`src/rtl/ofm_store_pkg.sv`:
```
// ofm_store_pkg: shared widths, OFM geometry defaults and store FSM states
package ofm_store_pkg;
  localparam int DATA_WIDTH = 25;
  localparam int ADDR_WIDTH = 10;
  localparam int OFM_C_DEF = 1;
  localparam int OFM_H_DEF = 10;
  localparam int OFM_W_DEF = 8;
  typedef enum logic [1:0] {IDLE, RUN, DRAIN, DONE} state_t;
endpackage

```
`src/rtl/ofm_fifo2w.sv`:
```
// ofm_fifo2w: 2-push/1-pop synchronous FIFO reporting free entries
module ofm_fifo2w #(
  parameter int width = 35,
  parameter int depth = 16,
  parameter int aw = 4
) (
  input  logic             clk,
  input  logic             rst_n,
  input  logic             clr,
  input  logic             push0,
  input  logic [width-1:0] din0,
  input  logic             push1,
  input  logic [width-1:0] din1,
  input  logic             pop,
  output logic [width-1:0] dout,
  output logic             empty,
  output logic [aw:0]      free
);
  logic [width-1:0] mem_q [depth];
  logic [aw-1:0] rd_q, rd_d, wr_q, wr_d;
  logic [aw:0] cnt_q, cnt_d;
  logic do_pop;
  always_comb begin
    do_pop = pop & (cnt_q != '0);
    rd_d = clr ? '0 : rd_q + aw'(do_pop);
    wr_d = clr ? '0 : wr_q + aw'(push0) + aw'(push1);
    cnt_d = clr ? '0 : cnt_q + (aw+1)'(push0) + (aw+1)'(push1) - (aw+1)'(do_pop);
  end
  always_ff @(posedge clk or negedge rst_n) begin
    if (!rst_n) begin
      rd_q <= '0;
      wr_q <= '0;
      cnt_q <= '0;
    end else begin
      rd_q <= rd_d;
      wr_q <= wr_d;
      cnt_q <= cnt_d;
    end
  end
  always_ff @(posedge clk) begin
    if (push0) mem_q[wr_q] <= din0;
    if (push1) mem_q[wr_q + aw'(1)] <= din1;
  end
  assign empty = (cnt_q == '0);
  assign dout = empty ? '0 : mem_q[rd_q];
  assign free = (aw+1)'(depth) - cnt_q;
endmodule

```
`src/rtl/ofm_store.sv`:
```
// ofm_store: queues write-back results with linear OFM addresses and drains them to SRAM
module ofm_store
  import ofm_store_pkg::*;
#(
  parameter int data_width = DATA_WIDTH,
  parameter int OFM_C = OFM_C_DEF,
  parameter int OFM_H = OFM_H_DEF,
  parameter int OFM_W = OFM_W_DEF,
  parameter int addr_width = ADDR_WIDTH,
  parameter int fifo_depth = 16,
  parameter int fifo_addr_width = 4
) (
  input  logic                  clk,
  input  logic                  rst_n,
  input  logic                  start,
  input  logic [data_width-1:0] out_port0,
  input  logic [data_width-1:0] out_port1,
  input  logic                  port0_valid,
  input  logic                  port1_valid,
  output logic                  wr_en,
  input  logic                  wr_ready,
  output logic [addr_width-1:0] wr_addr,
  output logic [data_width-1:0] wr_data,
  output logic                  busy,
  output logic                  done,
  output logic                  err
);
  state_t state_q, state_d;
  logic [15:0] ow_q, ow_d, oh_q, oh_d, oc_q, oc_d, ow_n, oh_n, oc_n;
  logic [addr_width-1:0] ptr_q, ptr_d;
  logic err_q, err_d;
  logic pair, clr, push0, push1, pop, fifo_empty, fifo_last;
  logic [fifo_addr_width:0] fifo_free;
  logic [addr_width+data_width-1:0] fifo_dout;
  ofm_fifo2w #(
    .width(addr_width + data_width),
    .depth(fifo_depth),
    .aw(fifo_addr_width)
  ) u_fifo (
    .clk(clk),
    .rst_n(rst_n),
    .clr(clr),
    .push0(push0),
    .din0({ptr_q, out_port0}),
    .push1(push1),
    .din1({ptr_q + addr_width'(OFM_W), out_port1}),
    .pop(pop),
    .dout(fifo_dout),
    .empty(fifo_empty),
    .free(fifo_free)
  );
  assign wr_en = !fifo_empty;
  assign {wr_addr, wr_data} = fifo_dout;
  assign pop = wr_en & wr_ready;
  assign fifo_last = (fifo_free == (fifo_addr_width+1)'(fifo_depth - 1));
  assign busy = (state_q == RUN) | (state_q == DRAIN);
  assign done = (state_q == DONE);
  assign err = err_q;
  always_comb begin
    state_d = state_q;
    ow_d = ow_q;
    oh_d = oh_q;
    oc_d = oc_q;
    ptr_d = ptr_q;
    err_d = err_q;
    clr = 1'b0;
    push0 = 1'b0;
    push1 = 1'b0;
    pair = port0_valid & port1_valid;
    ow_n = ow_q + 16'd1;
    oh_n = oh_q;
    oc_n = oc_q;
    if (start) begin
      if (state_q == IDLE) begin
        clr = 1'b1;
        ow_d = '0;
        oh_d = '0;
        oc_d = '0;
        ptr_d = '0;
        err_d = 1'b0;
        state_d = RUN;
      end else err_d = 1'b1;
    end
    if (port1_valid & !port0_valid) err_d = 1'b1;
    if ((state_q != RUN) & (port0_valid | port1_valid)) err_d = 1'b1;
    if ((state_q == RUN) & port0_valid) begin
      if (fifo_free >= (pair ? (fifo_addr_width+1)'(2) : (fifo_addr_width+1)'(1))) begin
        push0 = 1'b1;
        push1 = port1_valid;
        ptr_d = ptr_q + addr_width'(1);
        if (ow_n == 16'(OFM_W)) begin
          ow_n = '0;
          oh_n = oh_q + (pair ? 16'd2 : 16'd1);
          ptr_d = pair ? ptr_d + addr_width'(OFM_W) : ptr_d;
        end
        if (oh_n >= 16'(OFM_H)) begin
          oh_n = '0;
          oc_n = oc_q + 16'd1;
        end
        ow_d = ow_n;
        oh_d = oh_n;
        oc_d = oc_n;
        state_d = (oc_n == 16'(OFM_C)) ? DRAIN : RUN;
      end else err_d = 1'b1;
    end
    if ((state_q == DRAIN) & (fifo_empty | (fifo_last & pop))) state_d = DONE;
    if (state_q == DONE) state_d = IDLE;
  end
  always_ff @(posedge clk or negedge rst_n) begin
    if (!rst_n) begin
      state_q <= IDLE;
      ow_q <= '0;
      oh_q <= '0;
      oc_q <= '0;
      ptr_q <= '0;
      err_q <= 1'b0;
    end else begin
      state_q <= state_d;
      ow_q <= ow_d;
      oh_q <= oh_d;
      oc_q <= oc_d;
      ptr_q <= ptr_d;
      err_q <= err_d;
    end
  end
endmodule

```
`config.mk`:
```
export PLATFORM = sky130hd
export DESIGN_NAME = ofm_store
export DESIGN_NICKNAME = d
export VERILOG_FILES = /design/src/rtl/ofm_store_pkg.sv /design/src/rtl/ofm_fifo2w.sv /design/src/rtl/ofm_store.sv
export SDC_FILE = /design/constraint.sdc
export NUM_CORES = 1
export LEC_CHECK = 0
export CORE_ASPECT_RATIO = 0.5
export CORE_MARGIN = 3
export CORE_UTILIZATION = 24
export CTS_BUF_LIST = sky130_fd_sc_hd__clkbuf_8 sky130_fd_sc_hd__clkbuf_16
export DETAILED_ROUTE_END_ITERATION = 10
export HOLD_SLACK_MARGIN = 0.12
export SYNTH_ARGS = -nofsm -noshare
export SYNTH_HDL_FRONTEND = slang
export SYNTH_SLANG_ARGS = --single-unit
```
`constraint.sdc`:
```
create_clock -name clk -period 16.2 [get_ports clk]
set_clock_uncertainty 0.1 [all_clocks]
set_input_delay 2.43 -clock clk [delete_from_list [all_inputs] [get_ports clk]]
set_output_delay 2.43 -clock clk [all_outputs]
set_load 0.02 [all_outputs]
```
**Word level (Yosys, flattened, before mapping)**

Memories as Yosys holds them, arrays and structs flattened.
Cells that the tools add are included.

- Register bits: 74
- Bits in writable memories: 560
- Input port bits: 56
- Output and inout port bits: 39
- Word-level logic and storage cells: 104
- Memories: 1

- Add/sub/neg operators: 14
- Order comparisons: 2
- Eq/ne operators: 7
- Muxes and demuxes: 55
- Bitwise gates (word level): 11
- Reduce and logical (&&, ||, !) cells: 5

Memory list:

| memory | depth | bits a word | rd ports | clocked after Yosys merged registers in | write ports | RTL line | RTL |
|---|---|---|---|---|---|---|---|
| u_fifo.mem_q | 16 | 35 | 1 | 0 | 2 | ofm_fifo2w.sv:19 | `logic [width-1:0] mem_q [depth];` |

Operators with widths:

| kind | number |
|---|---|
| 16-bit 2-to-1 mux | 20 |
| 10-bit 2-to-1 mux | 6 |
| 35-bit 2-to-1 mux | 1 |
| 16-bit by 1-bit adder with 16-bit output, second input constant | 2 |
| 10-bit by 4-bit adder with 10-bit output, second input constant | 2 |
| 2-bit 2-to-1 mux | 9 |
| 16-bit by 2-bit adder with 16-bit output | 1 |
| 16-bit by 1-bit == test with 1-bit output, second input constant | 1 |
| 16-bit by 4-bit == test with 1-bit output, second input constant | 1 |
| 16-bit by 4-bit >= comparator with 1-bit output, second input constant | 1 |
| 1-bit 2-to-1 mux | 16 |
| 4-bit by 1-bit adder with 4-bit output | 3 |
| 10-bit by 1-bit adder with 10-bit output, second input constant | 1 |
| 5-bit by 1-bit adder with 5-bit output | 2 |
| 1-bit bitwise AND | 8 |
| 4-bit 2-to-1 mux | 2 |
| 5-bit by 4-bit == test with 1-bit output, second input constant | 1 |
| 5-bit by 2-bit >= comparator with 1-bit output | 1 |
| 5-bit zero test | 1 |
| 5-bit 2-to-1 mux | 1 |
| 5-bit nonzero test | 1 |
| 5-bit by 1-bit subtractor with 5-bit output | 1 |
| 5-bit subtractor, first input constant | 1 |
| 4-bit by 1-bit adder with 4-bit output, second input constant | 1 |
| other kinds (6) | 10 |

**Logic depth before layout (Yosys ltp)**

- Depth after elaboration: 16
- Depth in mapped cells: 19
- Gate-level depth less buffers: 16

**Modules after synthesis**

Synthesis repeated with hierarchy kept, for this count alone.

- Cell total of the unflattened synthesis: 2479
- Area, all modules: 33851.2 um^2

Modules (own cells, without submodules):

| module | times used | cells each | area each (um^2) | sequential area each (um^2) |
|---|---|---|---|---|
| ofm_fifo2w | 1 | 1977 | 29736.0 | 17141.4 |
| ofm_store | 1 | 502 | 4115.2 | 1526.5 |

**Worst setup path after synthesis**

OpenSTA, ideal clock, no wires.

- Kind: input to register
- Start: in port1_valid
- End: mem u_fifo.mem_q[8][0] (enable)
- Library setup time: 0.476 ns
- Arrival time: 6.486 ns
- Data required time: 15.624 ns
- Slack: 9.138 ns
- Stages on the path: 10
- Path buffers: 2
- Path through: clkbuf_1 > nand2_1 > ha_1 > o21ai_0 > nand4_1 > and3_1 > clkbuf_1 > nand2_1 > or2_2 > o21ai_0

RTL lines:

| element | RTL line | RTL |
|---|---|---|
| start, declared | ofm_store.sv:19 | `input logic port1_valid,` |
| end, declared | ofm_fifo2w.sv:19 |  |

**Worst setup path in the final report**

- Start: reg u_fifo.rd_q[0]
- End: out wr_addr[7]

- Longest elaborated chain between the ends: 2

RTL lines:

| element | RTL line | RTL |
|---|---|---|
| start, declared | ofm_fifo2w.sv:20 | `logic [aw-1:0] rd_q, rd_d, wr_q, wr_d;` |
| start signal, assigned | ofm_fifo2w.sv:35 | `rd_q <= rd_d;` |
| memory read 16 x 35 bit | - |  |
| 35-bit 2-to-1 mux | ofm_fifo2w.sv:45 | `assign dout = empty ? '0 : mem_q[rd_q];` |
| end, declared | ofm_store.sv:22 | `output logic [addr_width-1:0] wr_addr,` |

Every way passes these cells.

==> metrics.yaml <==
floorplan:
  die_h_microns: 267.3
  rows: 95
  num_io_pins: 95
  die_x_microns: 528.5
  core_sq_um: 134900
  dieArea_sq_um: 141300
  initial_utilization_pct: 24.29
logic_synthesis:
  synth_nets: 2316
  async_reset_ff_share_pct: 11.67
  synthXorXnorAreaFrac_pct: 3.208
  ys_seq_elements: 634
  yosys.area.top_type: "edfxtp_1"
  ys_top_cells_by_area: "edfxtp_1 51%, mux2_2 13%, mux4_2 12%, dfrtp_1 5.7%, xnor2_1 2.3%"
  yosys.cell_types.count: 71
  ys_seq_area_share_pct: 56.97
  synthesis.instances: 2230
  synth_adder_area_share_pct: 1.237
  synth_top_family_by_area: "multiplexers"
  synth-compound-area-share_pct: 3.108
  synth_commonest_cells: "560 x edfxtp_1, 392 x mux2_2, 175 x mux4_2, 167 x nand2_1, 151 x clkbuf_1"
  synthFlopType: "edfxtp_1"
  muxShareOfSynthArea_pct: 25.65
  yosysMostFrequentCell: "edfxtp_1"
  avgSynthCellArea_sq_um: 14.69
  synth_top_area_share_pct: 51.32
  synth_edf_count: 560
  netlist_area_sq_um: 32770
  yosys_warnings: 0
  synth-simple-area-share_pct: 7.175
layout:
  final_nets: 2323
  fillers: 13500
  post_route_cells_drive_above_1_share_pct: 33.36
  syn_to_final_growth_pct: 15.90
worst_setup_path:
  cp.arrival_ns: 5.90
  cp.buffers_inverters: 4
  path_class: "reg2out"
  cpPeakStageDelay_ns: 0.88
  crit_path_cell_trace: "buf_4, buf_4, buf_4, mux4_2, mux4_2, and2_1, clkdlybuf4s50_1"
  crit_path_start_kind: "flip-flop"
  crit_fanout: 47
  endpoint_kind: "output pin"
  path_delay_family: "buffers and inverters"
  crit_slowest_cell: "buf_4"
  timing.critical_path.mode_cell: "buf_4"
  cp.required_ns: 13.67
global_route:
  track_usage_pct: 12.78
  first_global_vias: 20230
  antenna_found_initial: 8
  grt_overflow: 0
  grt_max_degree: 75
  grt_pass1_wl_microns: 137100
sta:
  slew-limit-headroom_pct: 23.82
  worst_slew_pin_slew_ns: 1.135
  rsz0062_at_grt: "false"
  final_hold_viol_count: 0
  min_period_ns: 8.430
  fmax_mhz: 118.6
  layout_setup_ws_ns: 7.770
  maxSlewViolCount: 0
  setup_viol: 0
  layout_worst_path_cycle_share_pct: 52.04
  tns_ns: 0
clock_network:
  hold_buffers: 0
  cts.repair.resized: 0
  insertion_delay_ns: 0.61
  cts_sinks: 634
  cts_tree: "built"
  cts-root-buf: "clkbuf_16"
  postCtsSetupBuffers: 0
  cts_max_level: 3
  clockBufferDepth: 3
  cts_inserted_buffers: 72
  cts.clk_slew.worst_paths_ns: 0.05
hold_path:
  hold_class: "reg2reg"
routing:
  viasPerCell: 4.820
  dr.first_iter.drc_count: 2119
  vias: 19720
  avgRoutedWirePerCell_microns: 22.42
  drc: 0
  drt_wl_total_microns: 91700
  dr.pass1.iters: 5
  ant_nets: 0
status:
  status: "finished clean"
place:
  dp_slack_ns: 8.244
  place_hpwl_microns: 49490
  numPortBuffers: 94
  gp_congestion: 0.7759
power_and_ir_drop:
  power_leakage_nw: 12.74
  powerDensity_nw_per_um2: 151.5
  power_w: 0.005753
  vdd_ir_drop_max_v: 0.00008896
flow_run:
  maxCapViolCount: 0
[flip-flops by register name, summed over array words and instances, names as in the netlist]
signal / flops
err: 1
oc_q: 16
oh_q: 16
ow_q: 16
ptr_q: 10
state_q: 2
u_fifo.cnt_q: 5
u_fifo.mem_q: 560
u_fifo.rd_q: 4
u_fifo.wr_q: 4
[worst register-to-register path: stages (launching register included)]
cell and delay [ns]:
dfrtp_1 0.40, inv_1 0.11, ha_1 0.21, and2_1 0.14, ha_1 0.29, nor2b_1 0.15, nand4_1 0.10, and3_1 0.29
inv_1 0.11, buf_4 0.49, nor2_1 0.11, and2_1 0.30, nand2_2 0.11, buf_4 0.55, o21ai_4 0.34, buf_4 0.43
[placed cells by master (no fill, tap or decap), types with 20 or more instances in the layout]
cell,n
nor2_1,97
ha_1,26
clkbuf_16,75
edfxtp_1,560
dfrtp_1,70
buf_4,45
and3_1,38
nand4_1,20
xnor2_1,87
nand2_1,155
inv_1,42
and2_1,46
xor2_1,33
clkdlybuf4s50_1,93
mux4_2,175
o21ai_0,68
a21oi_1,26
mux2_2,392
nand3_1,48
[stage by stage]
stage	util (%)	area [sq um]	hold slack (ns)	instances
after floorplan	-	32770	0.3725	2230
after global placement	26.46	35700	0.3902	3957
after detailed placement	26.46	35700	0.3976	3957
after CTS	28.14	37970	0.4292	4087
after global routing	28.15	37970	0.4517	4089
final	28.15	37980	0.4274	4090
[cell families (layout without fill, tap and decap cells)]
logic type	Yosys count	count (layout)
flip-flops	634	634
multiplexers	572	572
AND/OR/NAND/NOR	487	487
buffers and inverters	228	291
AO/OA/AOI/OAI	159	159
XOR/XNOR	120	120
adder cells (fa/ha/maj)	30	30
other	0	3
[power breakdown]
part | switching, W | internal (W)
Sequential | 0.000177 | 0.00205
Clock | 0.000671 | 0.000902
Combinational | 0.00103 | 0.000921
[path summary, 6_finish.rpt]
| path | start | to | slack, ns | depth (start not counted) |
|---|---|---|---|---|
| max | u_fifo.rd_q[0] | wr_addr[7] | 7.77 | 7 |
| min | err | err | 0.43 | 2 |
| max reg2reg | u_fifo.cnt_q[1] | u_fifo.mem_q[8][27] | 11.61 | 15 |
| min reg2reg | err | err | 0.43 | 2 |
| max in group asynchronous | rst_n | u_fifo.rd_q[1] | 13.38 | 1 |
| min in group asynchronous | rst_n | oc_q[7] | 1.89 | 1 |
[final cells by class]
class	count	area [sq um]	share of cell area [%]
well taps	1794	2245	5.911
diodes	3	7.507	0.01977
flip-flops and latches	634	18680	49.19
multi-input cells	1368	13420	35.34
inverters	23	86.33	0.2273
clock buffers	78	1918	5.051
repair buffers	138	1269	3.341
clock inverters	52	347.8	0.9160
[routing by layer]
layer	track usage [%]	vias up	part of all wire (%)
met5	0	-	0.025
met4	2.925	4	1.8
met3	1.932	125	5.2
met2	21.66	574	49
met1	17.25	10470	44
li1	-	8547	-
Note: power is estimated with default switching activity, not from simulation.
